$ cat config.mk
export PLATFORM = sky130hd
export DESIGN_NAME = multiword_add_seq
export DESIGN_NICKNAME = d
export VERILOG_FILES = /design/src/rtl/multiword_add_seq.sv
export SDC_FILE = /design/constraint.sdc
export NUM_CORES = 1
export LEC_CHECK = 0
export CORE_UTILIZATION = 40
export DETAILED_ROUTE_END_ITERATION = 10
export HOLD_SLACK_MARGIN = 0.06
export PLACE_DENSITY_LB_ADDON = 0.1
export SLEW_MARGIN = 20
export SYNTH_ARGS = -nofsm -noshare
export SYNTH_HDL_FRONTEND = slang
export SYNTH_SLANG_ARGS = --single-unit
$ cat constraint.sdc
create_clock -name clk -period 3.1 [get_ports clk]
set_clock_uncertainty 0.1 [all_clocks]
set_input_delay 0.465 -clock clk [delete_from_list [all_inputs] [get_ports clk]]
set_output_delay 0.465 -clock clk [all_outputs]
set_load 0.01 [all_outputs]
$ cat src/rtl/multiword_add_seq.sv
// Sequential wide adder/subtractor: one N-bit chunk per clock, LSB chunk first.
// Define MULTIWORD_FLAGS_EN to add registered zero and signed-overflow flags.
module multiword_add_seq #(
  parameter int unsigned N     = 4,
  parameter int unsigned WORDS = 4
) (
  input  logic               clk,
  input  logic               reset,
  input  logic               in_valid,
  output logic               in_ready,
  input  logic [N*WORDS-1:0] a,
  input  logic [N*WORDS-1:0] b,
  input  logic               c_in,
  input  logic               sub,
  output logic               out_valid,
  input  logic               out_ready,
  output logic [N*WORDS-1:0] sum,
  output logic               c_out
`ifdef MULTIWORD_FLAGS_EN
  ,
  output logic               zero,
  output logic               ovf
`endif
);

  localparam int unsigned W    = N * WORDS;
  localparam int unsigned IdxW = (WORDS > 1) ? $clog2(WORDS) : 1;
  localparam logic [IdxW-1:0] LastIdx = IdxW'(WORDS - 1);

  typedef enum logic [1:0] {StIdle, StRun, StDone} state_e;

  state_e          r_state;
  logic [IdxW-1:0] r_idx;
  logic            r_carry;
  logic [W-1:0]    r_a;
  logic [W-1:0]    r_b;
  logic [W-1:0]    r_sum;
  logic            r_c_out;
  logic            r_out_valid;

  logic [N-1:0]    w_chunk_a;
  logic [N-1:0]    w_chunk_b;
  logic [N:0]      w_add;
  logic [W-1:0]    w_sum_next;

`ifdef MULTIWORD_FLAGS_EN
  logic            r_zero;
  logic            r_ovf;
  logic            w_ovf;
`endif

  // N+1-bit chunk add keeps the carry-out; the updated sum image feeds the zero flag.
  always_comb begin
    w_chunk_a  = r_a[r_idx*N +: N];
    w_chunk_b  = r_b[r_idx*N +: N];
    w_add      = {1'b0, w_chunk_a} + {1'b0, w_chunk_b} + {{N{1'b0}}, r_carry};
    w_sum_next = r_sum;
    w_sum_next[r_idx*N +: N] = w_add[N-1:0];
  end

`ifdef MULTIWORD_FLAGS_EN
  // Carry into the MSB is recovered as a ^ b ^ s at that bit.
  assign w_ovf = w_chunk_a[N-1] ^ w_chunk_b[N-1] ^ w_add[N-1] ^ w_add[N];
`endif

  always_ff @(posedge clk) begin
    if (reset) begin
      r_state     <= StIdle;
      r_idx       <= '0;
      r_carry     <= 1'b0;
      r_a         <= '0;
      r_b         <= '0;
      r_sum       <= '0;
      r_c_out     <= 1'b0;
      r_out_valid <= 1'b0;
`ifdef MULTIWORD_FLAGS_EN
      r_zero      <= 1'b0;
      r_ovf       <= 1'b0;
`endif
    end else begin
      unique case (r_state)
        StIdle: begin
          if (in_valid) begin
            r_a     <= a;
            r_b     <= sub ? ~b : b;
            r_carry <= sub ? ~c_in : c_in;
            r_idx   <= '0;
            r_state <= StRun;
          end
        end
        StRun: begin
          r_sum   <= w_sum_next;
          r_carry <= w_add[N];
          if (r_idx == LastIdx) begin
            r_c_out     <= w_add[N];
            r_idx       <= '0;
            r_out_valid <= 1'b1;
            r_state     <= StDone;
`ifdef MULTIWORD_FLAGS_EN
            r_zero      <= (w_sum_next == '0);
            r_ovf       <= w_ovf;
`endif
          end else begin
            r_idx <= r_idx + IdxW'(1);
          end
        end
        StDone: begin
          if (out_ready) begin
            r_out_valid <= 1'b0;
            r_state     <= StIdle;
          end
        end
        default: begin
          r_out_valid <= 1'b0;
          r_state     <= StIdle;
        end
      endcase
    end
  end

  assign in_ready  = (r_state == StIdle);
  assign out_valid = r_out_valid;
  assign sum       = r_sum;
  assign c_out     = r_c_out;
`ifdef MULTIWORD_FLAGS_EN
  assign zero      = r_zero;
  assign ovf       = r_ovf;
`endif

endmodule
* Yosys cells after proc, flatten, opt, wreduce, memory -nomap -nowiden
Cells that the tools add are included.
** Cells by class
- Add/subtract/negate cells :: 4
- Multiply operators :: 0
- Div/mod/pow operators :: 0
- Order comparisons :: 0
- Eq/ne operators :: 6
- Shifts and indexed selects :: 4
- Muxes and demuxes :: 15
- Bitwise gates (word level) :: 3
- Reductions and logical operators :: 7
** Operator list (count)
- 4-bit negator with 34-bit output :: 1
- 4-bit by 34-bit variable shift with 16-bit output (first input constant) :: 1
- 4-bit by 34-bit variable part select with 16-bit output :: 1
- 16-bit by 5-bit variable part select with 4-bit output :: 2
- 16-bit bitwise mux :: 1
- 16-bit two-way mux :: 1
- 16-bit NOT :: 1
- 2-bit two-way mux :: 5
- 2-bit inequality test (second input constant) :: 3
- 2-bit one-hot mux with 3 select lines :: 1
- 2-bit AND reduction :: 3
- 3-bit AND reduction :: 2
- 4-bit by 4-bit adder with 5-bit output :: 1
- 5-bit by 1-bit adder with 5-bit output :: 1
- 2-bit equality test (second input constant) :: 2
- 1-bit two-way mux :: 4
- 2-bit one-hot mux with 2 select lines :: 1
- 1-bit one-hot mux with 3 select lines :: 1
- 2-bit by 1-bit adder with 2-bit output (second input constant) :: 1
- 2-bit by 1-bit equality test with 1-bit output (second input constant) :: 1
- 2-bit zero test :: 1
- 1-bit NOT :: 2
- 1-bit one-hot mux with 2 select lines :: 1
- 2-bit nonzero test :: 1
** Storage, ports and cells
- Register bits after elaboration :: 55
- Latch bits :: 0
- Bits in writable memories :: 0
- Bits in read-only memories :: 0
- Bits of input ports :: 38
- Output and inout bits :: 19
- Word-level logic and storage cells :: 47
- Memories kept :: 0

* Logic depth before layout (Yosys ltp)
Gate-level depths: netlist (run 1).
- Word-level depth :: 5
- Depth in mapped cells :: 9
- Gate-level depth less buffers :: 8

* Least setup slack after synthesis (run 1)
Ideal clock, no wire load.
- Kind :: register to register
- From :: register r_idx[0]
- To :: register r_carry
- Setup time :: 140 ps
- Arrival :: 2333 ps
- Required time :: 2860 ps
- Path slack :: 527 ps
- Cell stages (with the launch flop) :: 10
- Path buffers :: 1
- Clock period less this slack :: 2573 ps
- Path through :: dfxtp_1 -> buf_6 -> mux4_2 -> fa_1 -> inv_1 -> fa_1 -> nor2b_1 -> o21a_1 -> o21ai_0 -> a31oi_1
** On the way
- Word-level cells in the longest chain between the ends :: 4
- Elaborated cells between the ends (all ways) :: 5
- Those cells by class :: add/sub: 2; shift: 2; mux: 1
** Ends and longest elaborated chain
- from (decl) :: line 33 : logic [IdxW-1:0] r_idx;
- from (signal assigned) :: line 104 : r_idx <= r_idx + IdxW'(1);
- 16-bit by 5-bit variable part select with 4-bit output (on tied branches) :: line 54, 55
- 4-bit by 4-bit adder with 5-bit output * :: line 56 : w_add = {1'b0, w_chunk_a} + {1'b0, w_chunk_b} + {{N{1'b0}}, r_carry};
- 5-bit by 1-bit adder with 5-bit output * :: line 56
- 1-bit one-hot mux with 2 select lines * :: line 81 : unique case (r_state)
- to (signal assigned) :: line 86 : r_carry <= sub ? ~c_in : c_in;
- to (signal assigned) :: line 93 : r_carry <= w_add[N];
- to (decl) :: line 34 : logic r_carry;
Every way passes the cells marked *; elsewhere a longest branch is shown, timed or not.
A chain may end at the register's enable or synchronous reset.

* Worst setup path in the final report (run 1)
- From :: register r_idx[0]
- To :: register r_sum[1] (netlist: sum[1])
** On the way
- Word-level cells in the longest chain between the ends :: 5
- Elaborated cells between the ends (all ways) :: 8
- Those cells by class :: add/sub: 3; shift: 4; mux: 1
** Ends and longest elaborated chain
- 16-bit by 5-bit variable part select with 4-bit output (on tied branches) :: line 54, 55
- 4-bit by 4-bit adder with 5-bit output :: line 56
- 5-bit by 1-bit adder with 5-bit output :: line 56
- 4-bit by 34-bit variable part select with 16-bit output :: line 58 : w_sum_next[r_idx*N +: N] = w_add[N-1:0];
- 16-bit bitwise mux * :: line 58
- to (signal assigned) :: line 92 : r_sum <= w_sum_next;
- to (decl) :: line 37 : logic [W-1:0] r_sum;
Marks and branches as above.

==> parameters.txt, run 1 <==
Parameter                              Value

Pwr
  LEAKAGE ... 0.001183 µW
  Switching share of total power ... 0.2778
  Share of total power in sequential cells ... 0.530
  Proportion of power drawn by the clock network ... 0.269
  Net switching power ... 403.6 µW
  Internal portion of total power ... 1049 µW
  Largest voltage drop on the vdd net ... 0.0002288 V
  Power Density ... 429.5 nW/µm²
  Power share of the combinational group ... 0.201

Timing
  Final critical-path required period ... 2.672 ns
  Crit share post-route ... 0.8620
  Final setup fails ... 0
  Worst Hold Margin ... 0.3569 ns
  Total count of max-transition violations in the final report ... 0
  Final hold violations ... 0
  Unrepaired setup endpoints after global routing ... no
  Relative slew slack ... 0.6196
  Transition time at the pin with the least slew margin ... 0.5706 ns
  Max frequency ... 374.2 MHz
  Final TNS setup ... 0 ns
  Worst Slack Setup Final ... 0.4277 ns

Routing
  Uppermost signal routing layer after detailed routing ... met4
  DR WL/cell ... 13.72 µm
  Via total after detailed routing ... 2,072
  Count of antenna-violating nets left after detailed routing ... 0
  DRC ... 0
  Number of iterations in the first detailed-routing pass ... 6
  Number of design-rule violations left by the first detailed-router iteration ... 99
  Routed length on met1 ... 2.795 mm
  Routed length on met2 ... 2.548 mm
  Vias per cell ... 5.091
  Final Routed Wirelength ... 5.585 mm
  Amount of wire on met3 after detailed routing ... 195 µm

Global route
  Number of antenna violations at the first check in global routing ... 0
  Global-route usage over all layers ... 0.1697
  Largest net degree at the start of global routing ... 51
  Leftover overflow at the end of global routing ... 0
  Number of global-route vias before repair ... 2,081
  Global-route wire length before repair ... 9.742 mm

Synthesis
  Distinct cell type count after synthesis ... 40
  Register area share after synthesis ... 0.4024
  Simple-Gate Fraction of Synth Area ... 0.1728
  Multiplexer area fraction after synthesis ... 0.07087
  Warnings, synthesis ... 0
  Number of synthesized register bits ... 55
  Fraction of the mapped netlist area in compound gates ... 0.1792
  Number of nets produced by synthesis ... 329
  Main combinational cell family by area after synthesis ... compound AO/OA/AOI/OAI gates
  Adder and majority cell fraction of the synthesized area ... 0.05578
  Instance count of the mapped netlist ... 280
  Xor/xnor share of the synthesized area ... 0.05761
  Synthesized area per cell ... 9.773 µm²
  Mapped cell area ... 2736 µm²

Final layout
  Footprint of the multi-input gates ... 1468 µm²
  Share of final-layout standard cells stronger than drive strength 1 ... 0.1242
  Area Growth Syn to Fin ... 23.59%
  Total number of nets in the final design ... 378
  Diodes inserted ... 0
  Register cell area after layout ... 1101 µm²
  Filler cell count in the final layout ... 629
  Post-Layout Inst Area ... 3382 µm²

Critical path
  Slowest cell on the critical path ... sky130_fd_sc_hd__dfxtp_1
  Kind of end point of the critical path ... register
  Crit start category ... register
  WP data arrival ... 2.82 ns
  Required arrival time at the worst endpoint ... 3.24 ns
  Delay contributed by the slowest stage of the critical path ... 0.63 ns
  Total buffers and inverters traversed by the critical path ... 2
  Ordered list of cells on the worst path ... mux4_2 -> fa_1 -> inv_1 -> fa_1 -> inv_1 -> a22oi_1 -> nor2_1
  Crit. Startpoint ... r_idx[0]
  Path depth of the worst reg2reg path ... 7
  CP Max Fanout ... 8
  Critical register-to-register path endpoint ... sum[1]
  WS Path Type ... register to register
  R2R Path Start ... r_idx[0]
  Crit-path leading delay family ... adder cells
  Register-to-register path setup slack ... 0.43 ns

Min path
  Launch point of the worst hold path ... r_a[14]
  Worst-case hold path end point ... r_a[14]
  Number of cells on the worst hold path ... 2
  Worst min-delay path category ... register to register

Die
  Chip width ... 84.71 µm
  Num ports ... 57
  Die height ... 84.71 µm
  Initial core utilization ... 0.4237
  CORE AREA ... 6459 µm²
  Number of standard-cell rows in the floorplan ... 29
  Die area ... 7176 µm²

Clock tree
  Number of clock buffers inserted by TritonCTS ... 5
  Maximum clock path buffer count ... 2
  Clock latency on the worst-skew pair ... 0.31 ns
  Post-CTS Repair Setup Buffers ... 0
  Total number of clock tree sinks ... 55
  Root Driver ... sky130_fd_sc_hd__clkbuf_8
  Number of hold-repair buffers added at the cts stage ... 0
  Clock tree from TritonCTS ... yes
  Worst-path clk slew ... 0.10 ns
  Gates resized, CTS repair ... 0
  Number of H-tree branching levels ... 2

Status
  Status ... complete, no violations

Place
  HPWL reported at the end of detailed placement ... 4.110 mm
  Pre-CTS WS ... 0.4060 ns
  Cell area after placement ... 3297 µm²
  Gpl congestion ... 0.7355
  I/O Buffers ... 56

Run
  Max-capacitance violation count ... 0
-- sequential cells by signal, summed over array words and instances, names as in the netlist --
signal and count:
sum 16, r_idx 2, r_state 2, out_valid 1, c_out 1, r_b 16
r_carry 1, r_a 16
-- Yosys cell counts (all sizes together) --
library cell,instances,area [µm²]
nor2,32,120.1
clkbuf,6,26.28
a211oi,17,212.7
and4b,1,10.01
xnor2,18,157.7
o21ai,5,25.02
inv,7,26.28
o31ai,2,15.01
a31oi,2,12.51
dfxtp,55,1101
o21a,1,7.510
o21bai,2,15.01
nand4b,1,8.760
fa,2,40.04
ha,9,112.6
nor3b,3,33.78
mux4,8,183.9
nand3b,3,22.52
and4bb,1,12.51
a21oi,21,105.1
a22oi,12,90.09
nand2b,1,6.260
nor2b,3,21.27
and3,2,17.52
mux2i,1,10.01
nand2,44,165.2
or3,1,6.260
nor4b,1,23.77
nand3,1,5.000
nor3,4,20.02
o211ai,1,7.510
buf,13,115.1
-- power groups by stage --
stage               Sequential [µW]  Clock, µW  Combinational, µW
global placement                787          0                291
finish                          770        390                292
detailed placement              786          0                294
CTS                             770        407                295
floorplan                       776          0                208
global route                    775        430                322
-- placed cells by master, fill, tap and decap left out, types with 5 or more instances in the layout --
cell type	instances
sky130_fd_sc_hd__xnor2_1	18
sky130_fd_sc_hd__nor2_1	32
sky130_fd_sc_hd__mux4_2	7
sky130_fd_sc_hd__o21ai_0	5
sky130_fd_sc_hd__clkdlybuf4s50_1	55
sky130_fd_sc_hd__clkbuf_8	5
sky130_fd_sc_hd__a22oi_1	12
sky130_fd_sc_hd__a21oi_1	21
sky130_fd_sc_hd__ha_1	9
sky130_fd_sc_hd__a211oi_2	17
sky130_fd_sc_hd__inv_1	7
sky130_fd_sc_hd__nand2_1	44
sky130_fd_sc_hd__dfxtp_1	55
-- metal layers --
metal	GRT usage	up-vias
met5	0	-
met4	0.03698	0
met3	0.03343	5
met2	0.2772	38
met1	0.2335	958
li1	-	1071
-- worst reg2reg max path: stages (launching register included) --
cell	delay, ns
sky130_fd_sc_hd__dfxtp_1	0.63
sky130_fd_sc_hd__mux4_2	0.59
sky130_fd_sc_hd__fa_1	0.45
sky130_fd_sc_hd__inv_1	0.09
sky130_fd_sc_hd__fa_1	0.41
sky130_fd_sc_hd__inv_1	0.14
sky130_fd_sc_hd__a22oi_1	0.10
sky130_fd_sc_hd__nor2_1	0.10
-- how the worst max path moves through the flow --
stage	slack [ns]	cells after the start	endpoint
after CTS	0.39	6	sum[3]
final	0.43	7	sum[1]
after floorplan	0.53	9	r_carry
after global routing	0.20	6	sum[3]
after detailed placement	0.41	6	sum[3]
after global placement	0.45	6	sum[3]
-- cell families (layout without fill, tap and decap cells) --
logic type / after synthesis / in the layout
simple gates: 98 / 98
compound gates: 63 / 63
flops: 55 / 55
buf+inv: 26 / 76
xor+xnor: 18 / 18
fa+ha+maj: 11 / 11
mux: 9 / 9
-- metrics by stage --
step / util / cells / total power, µW
global route: 0.5236 / 407 / 1527
CTS: 0.5236 / 407 / 1472
detailed placement: 0.5105 / 399 / 1081
global placement: 0.5105 / 399 / 1078
floorplan: - / 280 / 983.9
finish: 0.5236 / 407 / 1452
-- layout make-up --
cell class	count	area share
inverter	7	0.007769
sequential	55	0.3256
clock buffer	6	0.02146
multi-input combinational	199	0.4340
tap	77	0.02849
timing repair buffer	61	0.1791
clock inverter	2	0.003700
Note: power is estimated with default switching activity, not from simulation.
==> inputs of run 2 (changes only) <==
==> constraint.sdc (replaced) <==
create_clock -name clk -period 3.1 [get_ports clk]
set_clock_uncertainty 0.1 [all_clocks]
set_input_delay 0.31 -clock clk [delete_from_list [all_inputs] [get_ports clk]]
set_output_delay 0.31 -clock clk [all_outputs]
set_load 0.01 [all_outputs]
==> run 2 against run 1 <==
Net effect: hold slack improved by 0.0020 ns; sequential cell count did not move; cell count fell by 0.25%; sequential share of layout area rose by 0.097 points; combinational power fell by 2%; core utilization fell by 0.16 points; total power rose by 0.31%; count of clock-buffer cells in the layout did not move; sequential power barely moved; critical path type unchanged; critical endpoint is now r_carry.
==> parameters.txt, run 2 (synthesis gave the netlist of run 1 again) <==
Parameter                              Value

Place
  HPWL reported at the end of detailed placement ... 4.026 mm (-2.0%)
  I/O Buffers ... 56 (unchanged)
  Gpl congestion ... 0.7346 (-0.12%)
  Placed Instances ... 399 (unchanged)
  Pre-CTS WS ... 0.4205 ns (+0.01443 ns)

Critical path
  Path depth of the worst reg2reg path ... 8 (+1)
  Most frequent CP cell ... sky130_fd_sc_hd__fa_1
  Slowest cell on the critical path ... sky130_fd_sc_hd__dfxtp_1
  Crit. Startpoint ... r_idx[0]
  Register-to-register path setup slack ... 0.44 ns (about the same)
  Crit-path leading delay family ... adder cells
  WP data arrival ... 2.73 ns (-0.09 ns)
  Total buffers and inverters traversed by the critical path ... 1 (-1)
  Capturing element of the worst setup path ... r_carry
  CP Max Fanout ... 8 (unchanged)
  Ordered list of cells on the worst path ... mux4_2 -> fa_1 -> inv_1 -> fa_1 -> nor2b_1 -> o21a_1 -> o21ai_0 -> a31oi_1
  Required arrival time at the worst endpoint ... 3.17 ns (-0.07 ns)
  Delay contributed by the slowest stage of the critical path ... 0.62 ns (about the same)
  Critical register-to-register path endpoint ... r_carry
  Cell depth of the worst setup path ... 8 (+1)
  R2R Path Start ... r_idx[0]
  Kind of end point of the critical path ... register
  WS Path Type ... register to register
  Crit start category ... register

Routing
  Vias per cell ... 5.182 (+1.8%)
  Count of antenna-violating nets left after detailed routing ... 0 (unchanged)
  Number of iterations in the first detailed-routing pass ... 6 (unchanged)
  Final Routed Wirelength ... 5.549 mm (-0.64%)
  DR WL/cell ... 13.67 µm (-0.40%)
  Via total after detailed routing ... 2,104 (+1.5%)
  DRC ... 0 (unchanged)
  Number of design-rule violations left by the first detailed-router iteration ... 79 (-20%)

Die
  Chip width ... 84.71 µm (unchanged)
  Number of standard-cell rows in the floorplan ... 29 (unchanged)
  Die area ... 7176 µm² (unchanged)
  CORE AREA ... 6459 µm² (unchanged)
  Initial core utilization ... 0.4237 (unchanged)
  Num ports ... 57 (unchanged)
  Die height ... 84.71 µm (unchanged)

Timing
  Final hold violations ... 0 (unchanged)
  Crit share post-route ... 0.8582 (-0.003797)
  Final critical-path required period ... 2.660 ns (-0.01177 ns)
  Unrepaired setup endpoints after global routing ... no
  Final setup fails ... 0 (unchanged)
  Worst Slack Setup Final ... 0.4395 ns (+0.01177 ns)
  Total count of max-transition violations in the final report ... 0 (unchanged)
  Transition time at the pin with the least slew margin ... 0.6080 ns (+0.03740 ns)
  Relative slew slack ... 0.5947 (-0.02493)
  Final TNS setup ... 0 ns (unchanged)
  Max frequency ... 375.9 MHz (+0.44%)

Global route
  Number of antenna violations at the first check in global routing ... 0 (unchanged)
  Global-route usage over all layers ... 0.1675 (-0.002159)
  Global-route wire length before repair ... 9.632 mm (-1.1%)
  Largest net degree at the start of global routing ... 51 (unchanged)
  Number of global-route vias before repair ... 2,088 (+0.34%)
  Leftover overflow at the end of global routing ... 0 (unchanged)

Final layout
  Footprint of the multi-input gates ... 1468 µm² (unchanged)
  Diodes inserted ... 0 (unchanged)
  Share of final-layout standard cells stronger than drive strength 1 ... 0.1246 (+0.0003776)
  Final standard cell utilization of the core ... 0.5221 (-0.001550)
  Commonest non-fill, non-tap cells in the layout ... sky130_fd_sc_hd__dfxtp_1 (55), sky130_fd_sc_hd__clkdlybuf4s50_1 (55), sky130_fd_sc_hd__nand2_1 (44)
  Total number of nets in the final design ... 378 (unchanged)
  Register cell area after layout ... 1101 µm² (unchanged)
  Post-route insts no fill ... 406 (-0.25%)
  Area Growth Syn to Fin ... 23.23%
  Filler cell count in the final layout ... 628 (-0.16%)

Clock tree
  Number of clock buffers inserted by TritonCTS ... 5 (unchanged)
  Root Driver ... sky130_fd_sc_hd__clkbuf_8
  Clock tree from TritonCTS ... yes
  Gates resized, CTS repair ... 0 (unchanged)
  Clock latency on the worst-skew pair ... 0.30 ns (about the same)
  Post-CTS Repair Setup Buffers ... 0 (unchanged)
  Total number of clock tree sinks ... 55 (unchanged)
  Worst-path clk slew ... 0.09 ns (about the same)
  Number of hold-repair buffers added at the cts stage ... 0 (unchanged)
  Maximum clock path buffer count ... 2 (unchanged)
  Number of H-tree branching levels ... 2 (unchanged)

Pwr
  Power Density ... 432.1 nW/µm² (+0.61%)
  Largest voltage drop on the vdd net ... 0.0001948 V (-15%)
  LEAKAGE ... 0.001185 µW (+0.16%)
  Final Power ... 1457 µW (+0.31%)

Min path
  Worst min-delay path category ... register to register

Run
  Max-capacitance violation count ... 0 (unchanged)

Status
  Status ... complete, no violations
==> run 2: cell types whose count changed in the layout (fill, tap and decap cells not counted), sizes merged <==
cell,delta
clkinvlp,-1
==> run 2: worst reg2reg max path, delay by kind of cell (launching register included) <==
kind | cells | cell delay (ns)
AND/OR/NAND/NOR | 1 | 0.05
AO/OA/AOI/OAI | 3 | 0.45
buffers and inverters | 1 | 0.09
flip-flops | 1 | 0.62
adder cells (fa/ha/maj) | 2 | 0.64
multiplexers | 1 | 0.58
==> run 2: area by class of cell <==
type | instances | share of cell area
Tap cell | 77 | 0.02857
Timing Repair Buffer | 61 | 0.1759
Sequential cell | 55 | 0.3265
Multi-Input combinational cell | 199 | 0.4353
Clock buffer | 6 | 0.02449
Clock inverter | 1 | 0.001484
Inverter | 7 | 0.007792
==> run 2: through the flow <==
stage               hold slack, ns  cell area (µm²)
finish                      0.3588             3372
global route                0.3805             3372
CTS                         0.3604             3372
detailed placement          0.3469             3284
global placement            0.3405             3284
floorplan                   0.3331             2736
==> run 2: worst min path at each step <==
stage | cells after the start | to | from
2_1_floorplan | 2 | r_a[10] | r_a[10]
3_3_place_gp | 2 | out_valid | out_valid
3_5_place_dp | 2 | out_valid | out_valid
4_1_cts | 2 | out_valid | out_valid
5_1_grt | 2 | r_a[0] | r_a[0]
6_report | 2 | out_valid | out_valid
==> run 2: layer usage <==
metal,wire length (µm),up-vias,track usage
li1,-,1068,-
met1,2784,988,0.2316
met2,2521,41,0.2676
met3,179,7,0.03048
met4,65,0,0.05085
met5,0,-,0
==> run 2: where the power goes <==
group | total, µW | switching [µW] | internal (µW)
Sequential | 770 | 27.0 | 743
Clock | 400 | 224 | 176
Combinational | 287 | 143 | 145
Total | 1460 | 393 | 1060
